### config.mk
export PLATFORM = sky130hd
export DESIGN_NAME = bcd_scan_counter
export DESIGN_NICKNAME = d
export VERILOG_FILES = /design/src/rtl/lab_disp_pkg.sv /design/src/rtl/bcd_digit.sv /design/src/rtl/bcd_scan_counter.sv
export SDC_FILE = /design/constraint.sdc
export NUM_CORES = 1
export LEC_CHECK = 0
export ABC_AREA = 1
export CAP_MARGIN = 20
export CORE_UTILIZATION = 51
export DETAILED_ROUTE_END_ITERATION = 10
export PLACE_DENSITY = 0.84
export REMOVE_ABC_BUFFERS = 1
export SLEW_MARGIN = 10
export SYNTH_ARGS = -nofsm -noshare
export SYNTH_HDL_FRONTEND = slang
export SYNTH_HIERARCHICAL = 1
export SYNTH_SLANG_ARGS = --single-unit
### constraint.sdc
create_clock -name clk -period 5 [get_ports clk]
set_input_delay 0.5 -clock clk [delete_from_list [all_inputs] [get_ports clk]]
set_output_delay 0.5 -clock clk [all_outputs]
set_load 0.02 [all_outputs]
### src/rtl/lab_disp_pkg.sv
// Shared constants for the lab display blocks: BCD limit and 7-segment patterns {a,b,c,d,e,f,g}.
package lab_disp_pkg;

    localparam logic [3:0] BCD_MAX   = 4'd9;

    localparam logic [6:0] SEG_0     = 7'b1111110;
    localparam logic [6:0] SEG_1     = 7'b0110000;
    localparam logic [6:0] SEG_2     = 7'b1101101;
    localparam logic [6:0] SEG_3     = 7'b1111001;
    localparam logic [6:0] SEG_4     = 7'b0110011;
    localparam logic [6:0] SEG_5     = 7'b1011011;
    localparam logic [6:0] SEG_6     = 7'b1011111;
    localparam logic [6:0] SEG_7     = 7'b1110000;
    localparam logic [6:0] SEG_8     = 7'b1111111;
    localparam logic [6:0] SEG_9     = 7'b1111011;
    localparam logic [6:0] SEG_BLANK = 7'b0000000;

    function automatic logic [6:0] seg_decode(input logic [3:0] digit);
        case (digit)
            4'd0:    seg_decode = SEG_0;
            4'd1:    seg_decode = SEG_1;
            4'd2:    seg_decode = SEG_2;
            4'd3:    seg_decode = SEG_3;
            4'd4:    seg_decode = SEG_4;
            4'd5:    seg_decode = SEG_5;
            4'd6:    seg_decode = SEG_6;
            4'd7:    seg_decode = SEG_7;
            4'd8:    seg_decode = SEG_8;
            4'd9:    seg_decode = SEG_9;
            default: seg_decode = SEG_BLANK;
        endcase
    endfunction

endpackage

### src/rtl/bcd_digit.sv
// Single BCD up/down digit cell; wrap_out flags a 9->0 or 0->9 step so the next cell can ripple.
module bcd_digit
    import lab_disp_pkg::*;
(
    input  logic       clk,
    input  logic       reset,
    input  logic       inc,
    input  logic       dec,
    input  logic       load,
    input  logic [3:0] ld_val,
    output logic [3:0] q,
    output logic       wrap_out
);

    logic [3:0] q_r;
    logic [3:0] q_next_s;
    logic       wrap_s;

    // Next digit value; load wins, and out-of-range load nibbles collapse to zero.
    always_comb begin
        q_next_s = q_r;
        wrap_s   = 1'b0;
        if (load) begin
            q_next_s = (ld_val > BCD_MAX) ? 4'd0 : ld_val;
        end else if (inc) begin
            if (q_r == BCD_MAX) begin
                q_next_s = 4'd0;
                wrap_s   = 1'b1;
            end else begin
                q_next_s = q_r + 4'd1;
            end
        end else if (dec) begin
            if (q_r == 4'd0) begin
                q_next_s = BCD_MAX;
                wrap_s   = 1'b1;
            end else begin
                q_next_s = q_r - 4'd1;
            end
        end else begin
            q_next_s = q_r;
        end
    end

    // Digit register.
    always_ff @(posedge clk) begin
        if (reset) begin
            q_r <= 4'd0;
        end else begin
            q_r <= q_next_s;
        end
    end

    assign q        = q_r;
    assign wrap_out = wrap_s;

endmodule

### src/rtl/bcd_scan_counter.sv
// Multi-digit BCD up/down counter with prescaled ticks, parallel load and a multiplexed 7-segment scan driver.
module bcd_scan_counter
    import lab_disp_pkg::*;
#(
    parameter int NUM_DIGITS = 6,
    parameter int SEL_W      = 3,
    parameter int TICK_DIV   = 20000000,
    parameter int SCAN_DIV   = 20000,
    parameter int DP_POS     = 2
) (
    input  logic                    clk,
    input  logic                    reset,
    input  logic                    enable,
    input  logic                    up_dn,
    input  logic                    load,
    input  logic [4*NUM_DIGITS-1:0] load_val,
    input  logic                    blank_lz,
    output logic [4*NUM_DIGITS-1:0] count_out,
    output logic                    carry,
    output logic [SEL_W-1:0]        seg7_sel,
    output logic [6:0]              seg7_out,
    output logic                    dpt,
    output logic                    led_com
);

    localparam int PRESC_W = (TICK_DIV > 1) ? $clog2(TICK_DIV) : 1;
    localparam int SCAN_W  = (SCAN_DIV > 1) ? $clog2(SCAN_DIV) : 1;

    logic [PRESC_W-1:0]      presc_r;
    logic [SCAN_W-1:0]       scan_r;
    logic [SEL_W-1:0]        sel_r;
    logic                    carry_r;
    logic                    led_com_r;
    logic                    tick_s;
    logic                    scan_wrap_s;
    logic [4*NUM_DIGITS-1:0] count_s;
    logic [NUM_DIGITS-1:0]   inc_s;
    logic [NUM_DIGITS-1:0]   dec_s;
    logic [NUM_DIGITS-1:0]   wrap_s;
    logic [NUM_DIGITS-1:0]   zero_above_s;
    logic [3:0]              digit_s;
    logic                    blank_s;

    assign tick_s      = enable && (presc_r == PRESC_W'(TICK_DIV - 1));
    assign scan_wrap_s = (scan_r == SCAN_W'(SCAN_DIV - 1));

    // Tick prescaler: frozen while disabled, restarted by a load.
    always_ff @(posedge clk) begin
        if (reset || load) begin
            presc_r <= '0;
        end else if (tick_s) begin
            presc_r <= '0;
        end else if (enable) begin
            presc_r <= presc_r + PRESC_W'(1);
        end else begin
            presc_r <= presc_r;
        end
    end

    // Ripple chain: each higher digit steps only when every lower digit wrapped this tick.
    for (genvar g = 0; g < NUM_DIGITS; g++) begin : g_digit
        if (g == 0) begin : g_lsd
            assign inc_s[g] = tick_s && up_dn;
            assign dec_s[g] = tick_s && !up_dn;
        end else begin : g_upper
            assign inc_s[g] = inc_s[g-1] && wrap_s[g-1];
            assign dec_s[g] = dec_s[g-1] && wrap_s[g-1];
        end

        bcd_digit u_digit (
            .clk      (clk),
            .reset    (reset),
            .inc      (inc_s[g]),
            .dec      (dec_s[g]),
            .load     (load),
            .ld_val   (load_val[4*g +: 4]),
            .q        (count_s[4*g +: 4]),
            .wrap_out (wrap_s[g])
        );
    end

    // Full-width wrap pulse and display common enable.
    always_ff @(posedge clk) begin
        if (reset) begin
            carry_r   <= 1'b0;
            led_com_r <= 1'b0;
        end else begin
            carry_r   <= load ? 1'b0 : wrap_s[NUM_DIGITS-1];
            led_com_r <= 1'b1;
        end
    end

    // Scan slot timer and digit selector; runs regardless of enable.
    always_ff @(posedge clk) begin
        if (reset) begin
            scan_r <= '0;
            sel_r  <= '0;
        end else if (scan_wrap_s) begin
            scan_r <= '0;
            sel_r  <= (sel_r == SEL_W'(NUM_DIGITS - 1)) ? SEL_W'(0) : sel_r + SEL_W'(1);
        end else begin
            scan_r <= scan_r + SCAN_W'(1);
            sel_r  <= sel_r;
        end
    end

    // zero_above_s[i] is set when digits i..NUM_DIGITS-1 are all zero.
    always_comb begin
        logic acc;
        acc          = 1'b1;
        zero_above_s = '0;
        for (int i = NUM_DIGITS - 1; i >= 0; i--) begin
            acc             = acc && (count_s[4*i +: 4] == 4'd0);
            zero_above_s[i] = acc;
        end
    end

    // Pick the selected digit and decide whether it is a blanked leading zero.
    always_comb begin
        digit_s = 4'd0;
        blank_s = 1'b0;
        for (int i = 0; i < NUM_DIGITS; i++) begin
            digit_s = (sel_r == SEL_W'(i)) ? count_s[4*i +: 4] : digit_s;
            blank_s = (sel_r == SEL_W'(i)) ? (blank_lz && (i != 0) && zero_above_s[i]) : blank_s;
        end
    end

    assign count_out = count_s;
    assign carry     = carry_r;
    assign seg7_sel  = sel_r;
    assign led_com   = led_com_r;
    assign seg7_out  = blank_s ? SEG_BLANK : seg_decode(digit_s);
    assign dpt       = (sel_r == SEL_W'(DP_POS));

endmodule

==> summary.md <==
| Metric | Value |
|---|---|
| Maximum clock skew at final layout | `0.0113 ns` |
| Level count of the clock H-tree | `3` |
| Tot GR Track Use | `0.260` |
| Path type of the worst min-delay path | `register to register` |
| Final Critical Period | `about 4.8 ns` |
| Placed cell area | `6190 um2` |
| Count of routing violations after the opening detailed-route iteration | `~460` |
| Hold slack final | `0.459 ns` |
| Slowest cell on the critical path | `dfxtp_2` |
| Launching element type of the critical path | `register` |
| Relative area change from synthesis to final layout | `33.8%` |
| Number of DRC violations after detailed routing | `0` |
| Starting density of the core | `0.531` |
| Number of global-route vias before repair | `5184` |
| Average routed wire per standard cell | `11.9 um` |
| Register bit total from synthesis | `69` |
| Horizontal die dimension | `101 um` |
| Core footprint | `9330 um2` |
| Number of maximum-capacitance violations | `0` |
| Critical Path Fanout Max | `4` |
| Total power divided by cell area | `~210 nW/um2` |
| Fin cells | `1101` |
| Global-route wire length before repair | `between 20000 and 25000 um` |
| Count of nets left with antenna violations after detail routing | `0` |
| Crit Path Category | `register to register` |
| Synth top area cells | `dfxtp_1 28%, nand2_1 15%, nor2_1 11%` |
| Remaining global-route overflow | `0` |
| Part of the cycle the worst path needs | `0.953` |
| Post-route cell area | `between 6000 and 7000 um2` |
| Number of top-level pins | `67` |
| Setup Total Neg Slack | `0 ns` |
| Status | `completed` |
| Number of vias after detailed routing | `5693` |
| Hold Path Stages | `1` |
| CP endpoint kind | `register` |
| TritonCTS clock tree | `built` |
| Number of clock buffers inserted by TritonCTS | `9` |
| Length in cells of the worst reg-to-reg path | `40` |
| Final count of hold timing violations | `0` |
| Met1 track demand over resource in global routing | `0.303` |
| Largest net degree at the start of global routing | `37` |
| Final Wtd Congestion | `0.909` |
| PnR Total Power | `1.36 mW` |
| Cell with the most instances on the worst path | `inv_2` |
| Tightest Pin Transition | `0.797 ns` |
| Clock Sink Count | `69` |
| Clk pin slew, worst setup/hold paths | `0.08 ns` |
| Global-route met3 utilization | `0.0485` |
| First drt pass iteration count | `5` |
| Die Y | `101 um` |
| Root buf cell | `clkbuf_8` |
| Synthesized instance count | `829` |
| Die Area | `~10000 um2` |
| Routing usage on met2 | `0.463` |
| Cell area after technology mapping | `4950 um2` |
| Clock latency at the later pin of the worst-skew pair | `0.36 ns` |
| Antenna violations before repair | `0` |
| Register area share after synthesis | `0.279` |
| Mean area per synthesized cell | `about 6.0 um2` |
| Share of layout cells above drive strength 1 | `0.180` |
| Busiest layer in global routing | `met2` |
| Number of buffers on the longest clock path | `2` |
| Data arrival time of the worst path | `roughly 5 ns` |
| IR Drop Worst-Case VDD | `~0.00015 V` |
| Proportion of netlist area held by the largest area contributor | `0.279` |
| Number of nets at the end of the flow | `1005` |
| Leakage power of the design | `2.81 nW` |
| Port-buffer cells | `66` |
| Post-DP HPWL | `9600 um` |
| Antenna fix cells | `0` |
| Number of different library cells in the post-synthesis netlist | `33` |
| Row cnt | `35` |
| Slew HR | `0.467` |
| Cell type with the largest total area after synthesis | `dfxtp_1` |
| Via count normalized by instance count | `5.17` |
| WL final | `13200 um` |
| Final setup violation count | `0` |
| Data required time at the worst endpoint | `5.30 ns` |
| Placed Instances | `1080` |
| Peak per-stage delay on the critical path | `0.34 ns` |
| Achievable Freq | `210 MHz` |
| Synthesis warning total | `6` |
| Final max-slew violation count | `0` |
-- sequential cells by signal, indices dropped and copies added (netlist names) --
| register | count |
|---|---|
| presc_r | 25 |
| g_digit.u_digit/q | 24 |
| scan_r | 15 |
| seg7_sel | 3 |
| carry | 1 |
| led_com | 1 |
-- layer usage --
| layer | vias to the layer above | share of wire |
|---|---|---|
| met5 | - | 0 |
| li1 | 2940 | - |
| met3 | 32 | 0.046 |
| met2 | 165 | 0.49 |
| met1 | 2556 | 0.44 |
| met4 | 0 | 0.023 |
-- worst max-delay path: cells and delay by family (launching register included) --
kind / cells / cell delay (ns)
adders and majority gates: 1 / 0.21
AOI/OAI and AO/OA: 1 / 0.10
and+or+nand+nor: 25 / 2.97
DFF: 1 / 0.34
buffers and inverters: 13 / 1.08
-- cell type report --
| type | count | area (um2) |
|---|---|---|
| multi-input cells | 638 | 3280 |
| fillers | 773 | 2710 |
| flip-flops and latches | 69 | 1380 |
| repair buffers | 130 | 1150 |
| inverters | 119 | 447 |
| well taps | 129 | 161 |
| clock buffers | 11 | 141 |
| clock inverters | 5 | 60.1 |
-- kinds of logic after synthesis --
kind of cell               Yosys count  share of synthesized area
xor gates and xnor gates            22                     0.0389
adders and majority gates            8                     0.0202
buffers and inverters              122                     0.0955
and+or+nand+nor                    496                      0.440
AOI/OAI and AO/OA                  111                      0.124
DFF                                 69                      0.279
muxes                                1                    0.00202
-- cell usage after synthesis --
library cell  number
nand3_1           73
o211ai_1           6
o22ai_1            1
xor2_1            20
inv_1             95
clkinv_1           6
nand2_2            7
o32ai_1            1
nand4_1           16
buf_4              2
o21ai_1           13
nor3b_1           11
nor2_4             4
buf_6              1
mux2i_1            1
o21a_1             3
a21oi_2            8
ha_1               8
nand3_2            4
dfxtp_1           69
nor4_1             2
and3_1             1
nand3b_1           1
nor3_4             1
xnor2_1            2
nor2_1           151
inv_2             18
nand2_1          196
o21ai_0           39
or2_2              1
a21oi_1           40
nor2_2            10
nor3_1            18
-- placed cells by master (no fill, tap or decap), drive strengths merged, types with 16 or more instances in the layout --
cell type      count
o21ai             52
dfxtp             69
nand4             16
nand2            203
xor2              20
clkdlybuf4s50     65
nor2             165
nor3              19
inv              113
nand3             77
a21oi             48
buf               64
-- timing repair --
item / CTS / global route
pin swaps: 6 / 13
hold buffers: 0 / 0
setup endpoints to repair: 5 / 9
gates resized for setup: 13 / 53
setup buffers: 2 / 3
-- where the power goes --
| group | total, mW | internal (mW) | switching [mW] |
|---|---|---|---|
| combinational | 0.292 | 0.130 | 0.163 |
| sequential | 0.599 | 0.565 | 0.0338 |
| clock | 0.468 | 0.245 | 0.223 |
-- stage by stage --
step / setup WS [ns] / util
after global placement: -0.631 / 0.664
after global routing: -0.121 / 0.710
after CTS: 0.00158 / 0.691
after floorplan: -0.397 / -
final: 0.234 / 0.710
after detailed placement: -0.830 / 0.664
-- path summary, 6_finish.rpt --
check	start	to	slack (ns)
setup / recovery	presc_r[0]$_SDFFE_PP0P_	g_digit[5].u_digit/q[3]$_SDFFE_PP0P_	0.23
hold / removal	scan_r[0]$_SDFF_PP0_	scan_r[0]$_SDFF_PP0_	0.46
setup reg to reg	presc_r[0]$_SDFFE_PP0P_	g_digit[5].u_digit/q[3]$_SDFFE_PP0P_	0.23
hold reg to reg	scan_r[0]$_SDFF_PP0_	scan_r[0]$_SDFF_PP0_	0.46
Power figures use the tool's default switching activity.
